===== src/rtl/riscv_isa_pkg.sv =====
// RV32I encoding constants and request type shared by the instruction encoder and immediate generator.
// imm_in_range() backs the optional IMM_RANGE_CHECK_EN immediate checking.
package riscv_isa_pkg;

  localparam logic [2:0] OP_ADDI = 3'd0;
  localparam logic [2:0] OP_SRAI = 3'd1;
  localparam logic [2:0] OP_LW   = 3'd2;
  localparam logic [2:0] OP_SW   = 3'd3;
  localparam logic [2:0] OP_BEQ  = 3'd4;

  localparam logic [6:0] OPC_OPIMM  = 7'b0010011;
  localparam logic [6:0] OPC_LOAD   = 7'b0000011;
  localparam logic [6:0] OPC_STORE  = 7'b0100011;
  localparam logic [6:0] OPC_BRANCH = 7'b1100011;

  localparam logic [2:0] F3_ADDI = 3'b000;
  localparam logic [2:0] F3_SRX  = 3'b101;
  localparam logic [2:0] F3_LW   = 3'b010;
  localparam logic [2:0] F3_SW   = 3'b010;
  localparam logic [2:0] F3_BEQ  = 3'b000;

  localparam logic [6:0] F7_SRA = 7'b0100000;

  localparam logic [31:0] NOP_INSTR = 32'h0000_0013;

  typedef struct packed {
    logic [2:0]  op;
    logic [4:0]  rd;
    logic [4:0]  rs1;
    logic [4:0]  rs2;
    logic [31:0] imm;
  } enc_req_t;

  // Sign-extension tests: a value fits N signed bits when bits [31:N-1] are all equal.
  function automatic logic imm_in_range(input logic [2:0] op, input logic [31:0] imm);
    logic fits12, fits13;
    fits12 = (&imm[31:11]) | ~(|imm[31:11]);
    fits13 = (&imm[31:12]) | ~(|imm[31:12]);
    case (op)
      OP_ADDI, OP_LW, OP_SW: imm_in_range = fits12;
      OP_SRAI:               imm_in_range = ~(|imm[31:5]);
      OP_BEQ:                imm_in_range = fits13 & ~imm[0];
      default:               imm_in_range = 1'b1;
    endcase
  endfunction

endpackage


===== src/rtl/instr_encoder_imm_field_packer.sv =====
// Combinational RV32I field placement for one encoder request plus an illegal flag.
// IMM_RANGE_CHECK_EN adds immediate range rejection; otherwise immediates are truncated.
module imm_field_packer
  import riscv_isa_pkg::*;
(
  input  enc_req_t    req_i,
  output logic [31:0] word_o,
  output logic        illegal_o
);

  logic        op_bad;
  logic [31:0] imm;

  always_comb begin
    imm    = req_i.imm;
    word_o = '0;
    op_bad = 1'b0;
    case (req_i.op)
      OP_ADDI: word_o = {imm[11:0], req_i.rs1, F3_ADDI, req_i.rd, OPC_OPIMM};
      OP_LW:   word_o = {imm[11:0], req_i.rs1, F3_LW, req_i.rd, OPC_LOAD};
      OP_SRAI: word_o = {F7_SRA, imm[4:0], req_i.rs1, F3_SRX, req_i.rd, OPC_OPIMM};
      OP_SW:   word_o = {imm[11:5], req_i.rs2, req_i.rs1, F3_SW, imm[4:0], OPC_STORE};
      OP_BEQ:  word_o = {imm[12], imm[10:5], req_i.rs2, req_i.rs1, F3_BEQ,
                         imm[4:1], imm[11], OPC_BRANCH};
      default: op_bad = 1'b1;
    endcase
  end

`ifdef IMM_RANGE_CHECK_EN
  assign illegal_o = op_bad | ~imm_in_range(req_i.op, req_i.imm);
`else
  logic unused_imm_hi;
  assign unused_imm_hi = ^req_i.imm[31:13];
  assign illegal_o     = op_bad;
`endif

endmodule


===== src/rtl/instr_encoder.sv =====
// Two-stage valid/ready RV32I encoder: stage A holds request fields, stage B the packed word.
// Immediate range checking is enabled with IMM_RANGE_CHECK_EN.
module instr_encoder
  import riscv_isa_pkg::*;
#(
  parameter int          CNT_W    = 16,
  parameter logic [31:0] NOP_WORD = NOP_INSTR
) (
  input  logic             clk_i,
  input  logic             rst_i,
  input  logic             req_valid_i,
  output logic             req_ready_o,
  input  logic [2:0]       op_i,
  input  logic [4:0]       rd_i,
  input  logic [4:0]       rs1_i,
  input  logic [4:0]       rs2_i,
  input  logic [31:0]      imm_i,
  output logic             instr_valid_o,
  input  logic             instr_ready_i,
  output logic [31:0]      instr_o,
  output logic             err_o,
  output logic [CNT_W-1:0] count_o
);

  logic             a_vld_q, a_vld_d;
  enc_req_t         a_req_q, a_req_d;
  logic             b_vld_q, b_vld_d;
  logic [31:0]      b_instr_q, b_instr_d;
  logic             b_err_q, b_err_d;
  logic [CNT_W-1:0] count_q, count_d;

  logic        accept, handoff, b_load;
  logic [31:0] pack_word;
  logic        pack_illegal;

  imm_field_packer u_packer (
    .req_i     (a_req_q),
    .word_o    (pack_word),
    .illegal_o (pack_illegal)
  );

  assign req_ready_o = !a_vld_q || !b_vld_q || instr_ready_i;
  assign accept      = req_valid_i && req_ready_o;
  assign handoff     = b_vld_q && instr_ready_i;
  // A moves into B whenever B is empty or emptying this cycle.
  assign b_load      = a_vld_q && (!b_vld_q || instr_ready_i);

  always_comb begin
    a_vld_d   = a_vld_q;
    a_req_d   = a_req_q;
    b_vld_d   = b_vld_q;
    b_instr_d = b_instr_q;
    b_err_d   = b_err_q;
    count_d   = count_q;
    if (b_load)       a_vld_d = 1'b0;
    if (accept) begin
      a_vld_d = 1'b1;
      a_req_d = '{op: op_i, rd: rd_i, rs1: rs1_i, rs2: rs2_i, imm: imm_i};
    end
    if (handoff) begin
      b_vld_d = 1'b0;
      count_d = count_q + 1'b1;
    end
    if (b_load) begin
      b_vld_d   = 1'b1;
      b_instr_d = pack_illegal ? NOP_WORD : pack_word;
      b_err_d   = pack_illegal;
    end
  end

  always_ff @(posedge clk_i) begin
    if (!rst_i) begin
      a_vld_q   <= 1'b0;
      a_req_q   <= '0;
      b_vld_q   <= 1'b0;
      b_instr_q <= '0;
      b_err_q   <= 1'b0;
      count_q   <= '0;
    end else begin
      a_vld_q   <= a_vld_d;
      a_req_q   <= a_req_d;
      b_vld_q   <= b_vld_d;
      b_instr_q <= b_instr_d;
      b_err_q   <= b_err_d;
      count_q   <= count_d;
    end
  end

  assign instr_valid_o = b_vld_q;
  assign instr_o       = b_instr_q;
  assign err_o         = b_err_q;
  assign count_o       = count_q;

endmodule


===== config.mk =====
export PLATFORM = sky130hd
export DESIGN_NAME = instr_encoder
export DESIGN_NICKNAME = d
export VERILOG_FILES = /design/src/rtl/riscv_isa_pkg.sv /design/src/rtl/instr_encoder_imm_field_packer.sv /design/src/rtl/instr_encoder.sv
export SDC_FILE = /design/constraint.sdc
export NUM_CORES = 1
export LEC_CHECK = 0
export CAP_MARGIN = 15
export CORE_ASPECT_RATIO = 2
export CORE_MARGIN = 10
export CORE_UTILIZATION = 31
export CTS_BUF_LIST = sky130_fd_sc_hd__clkbuf_16
export CTS_CLUSTER_SIZE = 16
export DETAILED_ROUTE_END_ITERATION = 8
export GPL_ROUTABILITY_DRIVEN = 0
export PLACE_DENSITY = 0.56
export SLEW_MARGIN = 20
export SYNTH_ARGS = -nofsm -noshare
export SYNTH_HDL_FRONTEND = slang
export SYNTH_SLANG_ARGS = --single-unit

===== constraint.sdc =====
create_clock -name clk_i -period 3.3 [get_ports clk_i]
set_input_delay 0.66 -clock clk_i [delete_from_list [all_inputs] [get_ports clk_i]]
set_output_delay 0.66 -clock clk_i [all_outputs]
set_load 0.01 [all_outputs]

==> flow_summary.toml, run 1 <==
[grt]
antenna_found_initial = 0
track_usage_pct = 12.28
grt_remaining_overflow = 0
grt_pass1_wl_mm = 14.52
grt_pass1_vias = 2925
grt_max_degree = 29

[routing]
first_pass_iters = 5
wl_per_cell_um = 15.17
detail_route.iter0.violations = 165
vias_per_cell = 4.794
wl_mm = 8.906
vias = 2814
ant_nets = 0
drc = 0

[logic_synthesis]
syn_area_um2 = 3131
synth_edf_count = 0
yosys_warnings = 0
synthArstFlopShare_pct = 0
syn_inst = 372
synth-seq-area-share_pct = 49.88
synth_flop_cell = "dfxtp_1"
synth_area_per_cell_um2 = 8.415
synth-seq-cells = 78
ys_types = 45

[timing]
rsz0062_at_grt = "false"
fin_crit_ps = 2581
final-setup-viol-count = 0
finalMaxSlewViolations = 0
tns_ps = 0
worstMarginPinSlew_ps = 602.6
worst_slew_margin_rel_pct = 59.83
hold_violations = 0
post-route-period-util_pct = 78.21
timing.fmax_ghz = 0.3875
fin_skew_ps = 5.250

[place]
postPlaceCellArea_um2 = 4070
hpwl_mm = 6.760
post-place-cells = 571
portBuffers = 83

[worst_setup_path]
path_buf_inv = 2
crit_family = "buffers and inverters"
required_ps = 2640
cp_slowest_cell = "clkdlybuf4s50_1"
r2r_start = "count_o[3]"
critPathKind = "input pin to output pin"
crit_start = "instr_ready_i"
cp-start-kind = "input pin"
critPathMaxFanout = 3
worst_ep_arrival_time_ps = 1920
worstPathCellList = "clkdlybuf4s50_1, nand3b_1, clkdlybuf4s50_1"
cp_common_cell = "clkdlybuf4s50_1"
cp_slowest_stage_delay_ps = 590
end_kind = "output pin"

[floorplanning]
num_rows = 51
die_area_um2 = 14760
die_x_um = 91.06
start_util_pct = 31.86
io_pins = 105
die_h_um = 162.1
coreArea_um2 = 9827

[finish]
diodes = 0
seq_area_um2 = 1562
nets = 505
finalNonFillerCells = 587
fin_util_pct = 44.63
drive_gt1_share_pct = 8.571
multi_input_area_um2 = 1425
syn2layout_area_growth_pct = 40.09
fillerInstances = 1050
final_area_um2 = 4385

[power]
swShare_pct = 22.54
p_leak_uw = 0.001574
p_int_uw = 1750
p_per_area_nw_per_um2 = 515.2
p_clk_share_pct = 45.4
p_sw_uw = 509.2
seqPwrFrac_pct = 44.8
total_power_uw = 2259
vdd_drop_max_uv = 341.0
combinationalPowerShare_pct = 9.8

[cts]
cts-root-buf = "clkbuf_16"
clock_path_buffers = 2
cts_buffers = 9
cts.sinks = 78
cts_tree = "built"
cts_max_level = 3
ctsResizeCount = 0
postCtsSetupRepairBufs = 0
clk_pin_slew_worst_paths_ps = 60
hold_buffers = 0
insertion_delay_ps = 330

[min_path]
hold_class = "flip-flop to flip-flop"
hold_start = "a_req_q[37]"

[outcome]
outcome = "complete, no violations"

[flow_run]
cap_viol_max_count = 0
-- cells by family (layout without fill, tap and decap cells) --
kind of cell | after synthesis | in the layout | synth area share [%]
muxes | 7 | 7 | 2.438
DFF | 78 | 78 | 49.88
and+or+nand+nor | 159 | 159 | 23.62
buffers and inverters | 30 | 112 | 4.836
xor gates and xnor gates | 12 | 12 | 3.357
AOI/OAI and AO/OA | 84 | 84 | 15.35
adders and majority gates | 1 | 1 | 0.3996
other | 1 | 2 | 0.1198
-- flip-flops by register name, indices dropped and copies added (netlist names) --
signal and count:
err_o 1, instr_valid_o 1, instr_o 28, a_vld_q 1, a_req_q 31, count_o 16
-- per-layer routing --
metal / vias up / GRT usage (%) / routed length [um]
met5: - / 0 / 0
met4: 0 / 5.229 / 187
met3: 11 / 4.063 / 434
met2: 72 / 22.51 / 4759
met1: 1320 / 12.23 / 3525
li1: 1411 / - / -
-- layout by cell type (no fill, tap or decap), types with 3 or more instances in the layout --
| cell type | count |
|---|---|
| xnor2_1 | 8 |
| nor2_1 | 37 |
| mux2_2 | 5 |
| nand2_1 | 86 |
| a21oi_1 | 48 |
| clkdlybuf4s50_1 | 83 |
| buf_4 | 6 |
| a221oi_1 | 4 |
| nor3_1 | 4 |
| inv_1 | 6 |
| o21ai_0 | 14 |
| xor2_1 | 4 |
| clkinvlp_4 | 3 |
| nand2b_1 | 4 |
| nand4_1 | 4 |
| dfxtp_1 | 78 |
| nand3_1 | 7 |
| a22oi_1 | 10 |
| clkbuf_16 | 9 |
-- through the flow --
step	hold WS, ps	worst slack (ps)
2_1_floorplan	436.0	1725
3_3_place_gp	443.6	704.5
5_1_grt	476.2	666.0
6_report	454.2	719.0
3_5_place_dp	446.3	715.7
4_1_cts	454.6	701.9
-- layout make-up --
type                            instances  share of cell area (%)
Multi-Input combinational cell        265                   32.50
Clock inverter                          7                   2.054
Clock buffer                            9                   5.136
Inverter                                6                  0.5136
Tap cell                              132                   3.766
Timing Repair Buffer                   90                   20.43
Sequential cell                        78                   35.61
-- power by group through the flow --
stage	Sequential (uW)	Combinational, uW	Clock (uW)
2_1_floorplan	1030	110	0
3_3_place_gp	1030	222	0
3_5_place_dp	1030	224	0
4_1_cts	1010	225	1050
5_1_grt	1020	246	1090
6_report	1010	221	1030
-- cells in the mapped netlist (2+ instances only) --
master,instances,share of area [%]
nand2_1,86,10
dfxtp_1,78,50
a21oi_1,49,7.8
nor2_1,37,4.4
o21ai_0,14,2.2
a22oi_1,10,2.4
xnor2_1,8,2.2
buf_2,7,1.1
nand3_1,7,1.1
buf_4,6,1.4
clkbuf_1,6,0.72
inv_1,5,0.60
mux2_2,5,1.8
a221oi_1,4,1.1
buf_1,4,0.48
nand2b_1,4,0.80
nand4_1,4,0.80
nor3_1,4,0.64
xor2_1,4,1.1
a31oi_1,2,0.40
mux2i_1,2,0.64
nor4_1,2,0.40
nor4_2,2,0.80
-- path summary, 6_finish.rpt --
kind | endpoint | slack, ps | depth (start not counted)
setup / recovery | req_ready_o | 720 | 3
setup reg to reg | count_o[11] | 1690 | 4
hold reg to reg | a_req_q[37] | 450 | 2
hold / removal | a_req_q[37] | 450 | 2
-- worst min-delay path, cell delays in order, from the launching register on --
cell,delay (ps)
dfxtp_1,310
nand2_1,50
a21oi_1,50
Power figures use the tool's default switching activity.
==> inputs of run 2 (changes only) <==
clock period = 2.5 ns   (was 3.3 ns; I/O delays follow)
==> flow_summary.toml, run 2 (synthesis results as in run 1) <==
[worst_setup_path]
r2r-end = "instr_o[8]"
cp-start-kind = "input pin"
cp_slowest_stage_delay_ps = 590
cp_slowest_cell = "clkdlybuf4s50_1"
end_kind = "output pin"
path_buf_inv = 2
critPathMaxFanout = 3
cp_common_cell = "clkdlybuf4s50_1"
required_ps = 2000
reg2reg_depth = 4
worstPathCellList = "clkdlybuf4s50_1, nand3b_1, clkdlybuf4s50_1"
r2r_start = "a_req_q[49]"
crit_family = "buffers and inverters"
worst_ep_arrival_time_ps = 1730
r2r_slack_ps = 920
critPathKind = "input pin to output pin"

[finish]
finalNonFillerCells = 589
nets = 507
drive_gt1_share_pct = 8.534
max_flop_register = "a_req_q"
largest_reg_flops = 31
fillerInstances = 1030
layout_common_cells = "86 x nand2_1, 83 x clkdlybuf4s50_1, 78 x dfxtp_1, 48 x a21oi_1, 37 x nor2_1"
final_common_cell = "nand2_1"
syn2layout_area_growth_pct = 40.65
diodes = 0

[place]
hpwl_mm = 6.645
pre_cts_ws_ps = 272.9
post-place-cells = 573
portBuffers = 83

[power]
p_per_area_nw_per_um2 = 673.3
vdd_drop_max_uv = 351.8
swShare_pct = 22.19
seqPwrFrac_pct = 45.1
p_int_uw = 2307
p_sw_uw = 657.8
p_clk_share_pct = 44.9
combinationalPowerShare_pct = 10.0
p_leak_uw = 0.001595

[timing]
tns_ps = 0
finalMaxSlewViolations = 0
final-setup-viol-count = 0
post-route-period-util_pct = 89.26
fin_skew_ps = 4.723
fin_crit_ps = 2232
hold_violations = 0
rsz0062_at_grt = "false"
fin_ws_ps = 268.5
timing.fmax_ghz = 0.4481

[floorplanning]
die_h_um = 162.1
num_rows = 51
coreArea_um2 = 9827
die_x_um = 91.06
io_pins = 105
start_util_pct = 31.86
die_area_um2 = 14760

[min_path]
worstHoldEndpoint = "a_req_q[8]"
hold_path_depth = 2
hold_class = "flip-flop to flip-flop"
hold_start = "a_req_q[8]"

[outcome]
outcome = "complete, no violations"

[cts]
hold_buffers = 0
postCtsSetupRepairBufs = 0
insertion_delay_ps = 330
cts_tree = "built"
cts_buffers = 9
ctsResizeCount = 0
clock_path_buffers = 2
cts-root-buf = "clkbuf_16"
cts_max_level = 3
clk_pin_slew_worst_paths_ps = 50
cts.sinks = 78

[routing]
ant_nets = 0
drc = 0
wl_per_cell_um = 15.16
wl_mm = 8.930
first_pass_iters = 5
vias = 2823
vias_per_cell = 4.793
detail_route.iter0.violations = 166

[grt]
grt_remaining_overflow = 0
grt_max_degree = 65
antenna_found_initial = 0
grt_pass1_wl_mm = 14.63
track_usage_pct = 12.35
grt_pass1_vias = 2912

[flow_run]
cap_viol_max_count = 0
-- run 2: cell count changes in the layout (fill, tap and decap cells not counted) --
| cell | change |
|---|---|
| buf_12 | +1 |
| buf_4 | +1 |
| clkinv_1 | +2 |
| clkinv_2 | +1 |
| clkinvlp_4 | -3 |
-- run 2: layout make-up --
| class | instances | area, um^2 | share of cell area [%] |
|---|---|---|---|
| clock buffers | 9 | 225.2 | 5.115 |
| multi-input cells | 265 | 1425 | 32.37 |
| flip-flops and latches | 78 | 1562 | 35.46 |
| clock inverters | 7 | 80.08 | 1.819 |
| repair buffers | 92 | 923.4 | 20.97 |
| inverters | 6 | 22.52 | 0.5115 |
| well taps | 132 | 165.2 | 3.751 |
-- run 2: worst max path at each step --
stage | start | to | slack [ps] | depth (start not counted)
after global routing | instr_ready_i | req_ready_o | 210 | 3
after global placement | instr_ready_i | req_ready_o | 240 | 3
after floorplan | count_o[0] | count_o[14] | 1070 | 5
after CTS | instr_ready_i | req_ready_o | 250 | 3
final | instr_ready_i | req_ready_o | 270 | 3
after detailed placement | instr_ready_i | req_ready_o | 270 | 3
-- run 2: tightest hold or removal path: cells and delay by family, from the launching register on --
family,cells,cell delay (ps)
AND/OR/NAND/NOR,1,50
flip-flops,1,300
AO/OA/AOI/OAI,1,50
-- run 2: per-stage QoR --
stage / utilization, % / hold slack [ps] / power, uW / instance area, um^2
floorplan: - / 436.0 / 1505 / 3134
global placement: 41.70 / 443.8 / 1661 / 4098
detailed placement: 41.70 / 446.8 / 1665 / 4098
CTS: 44.81 / 454.1 / 2993 / 4403
global route: 44.81 / 470.2 / 3082 / 4403
finish: 44.81 / 453.3 / 2965 / 4403
-- run 2: power by group through the flow --
stage	registers [uW]	logic, uW	clock network, uW
5_1_grt	1340	330	1410
4_1_cts	1340	302	1350
3_5_place_dp	1360	301	0
2_1_floorplan	1360	145	0
3_3_place_gp	1360	299	0
6_report	1340	296	1330
-- run 2: routing by layer --
metal	track usage [%]	vias to the layer above	part of all wire, %
met5	0	-	0
met2	22.81	69	53
met4	6.304	0	2.5
met1	12.08	1322	39
li1	-	1415	-
met3	3.509	17	4.7
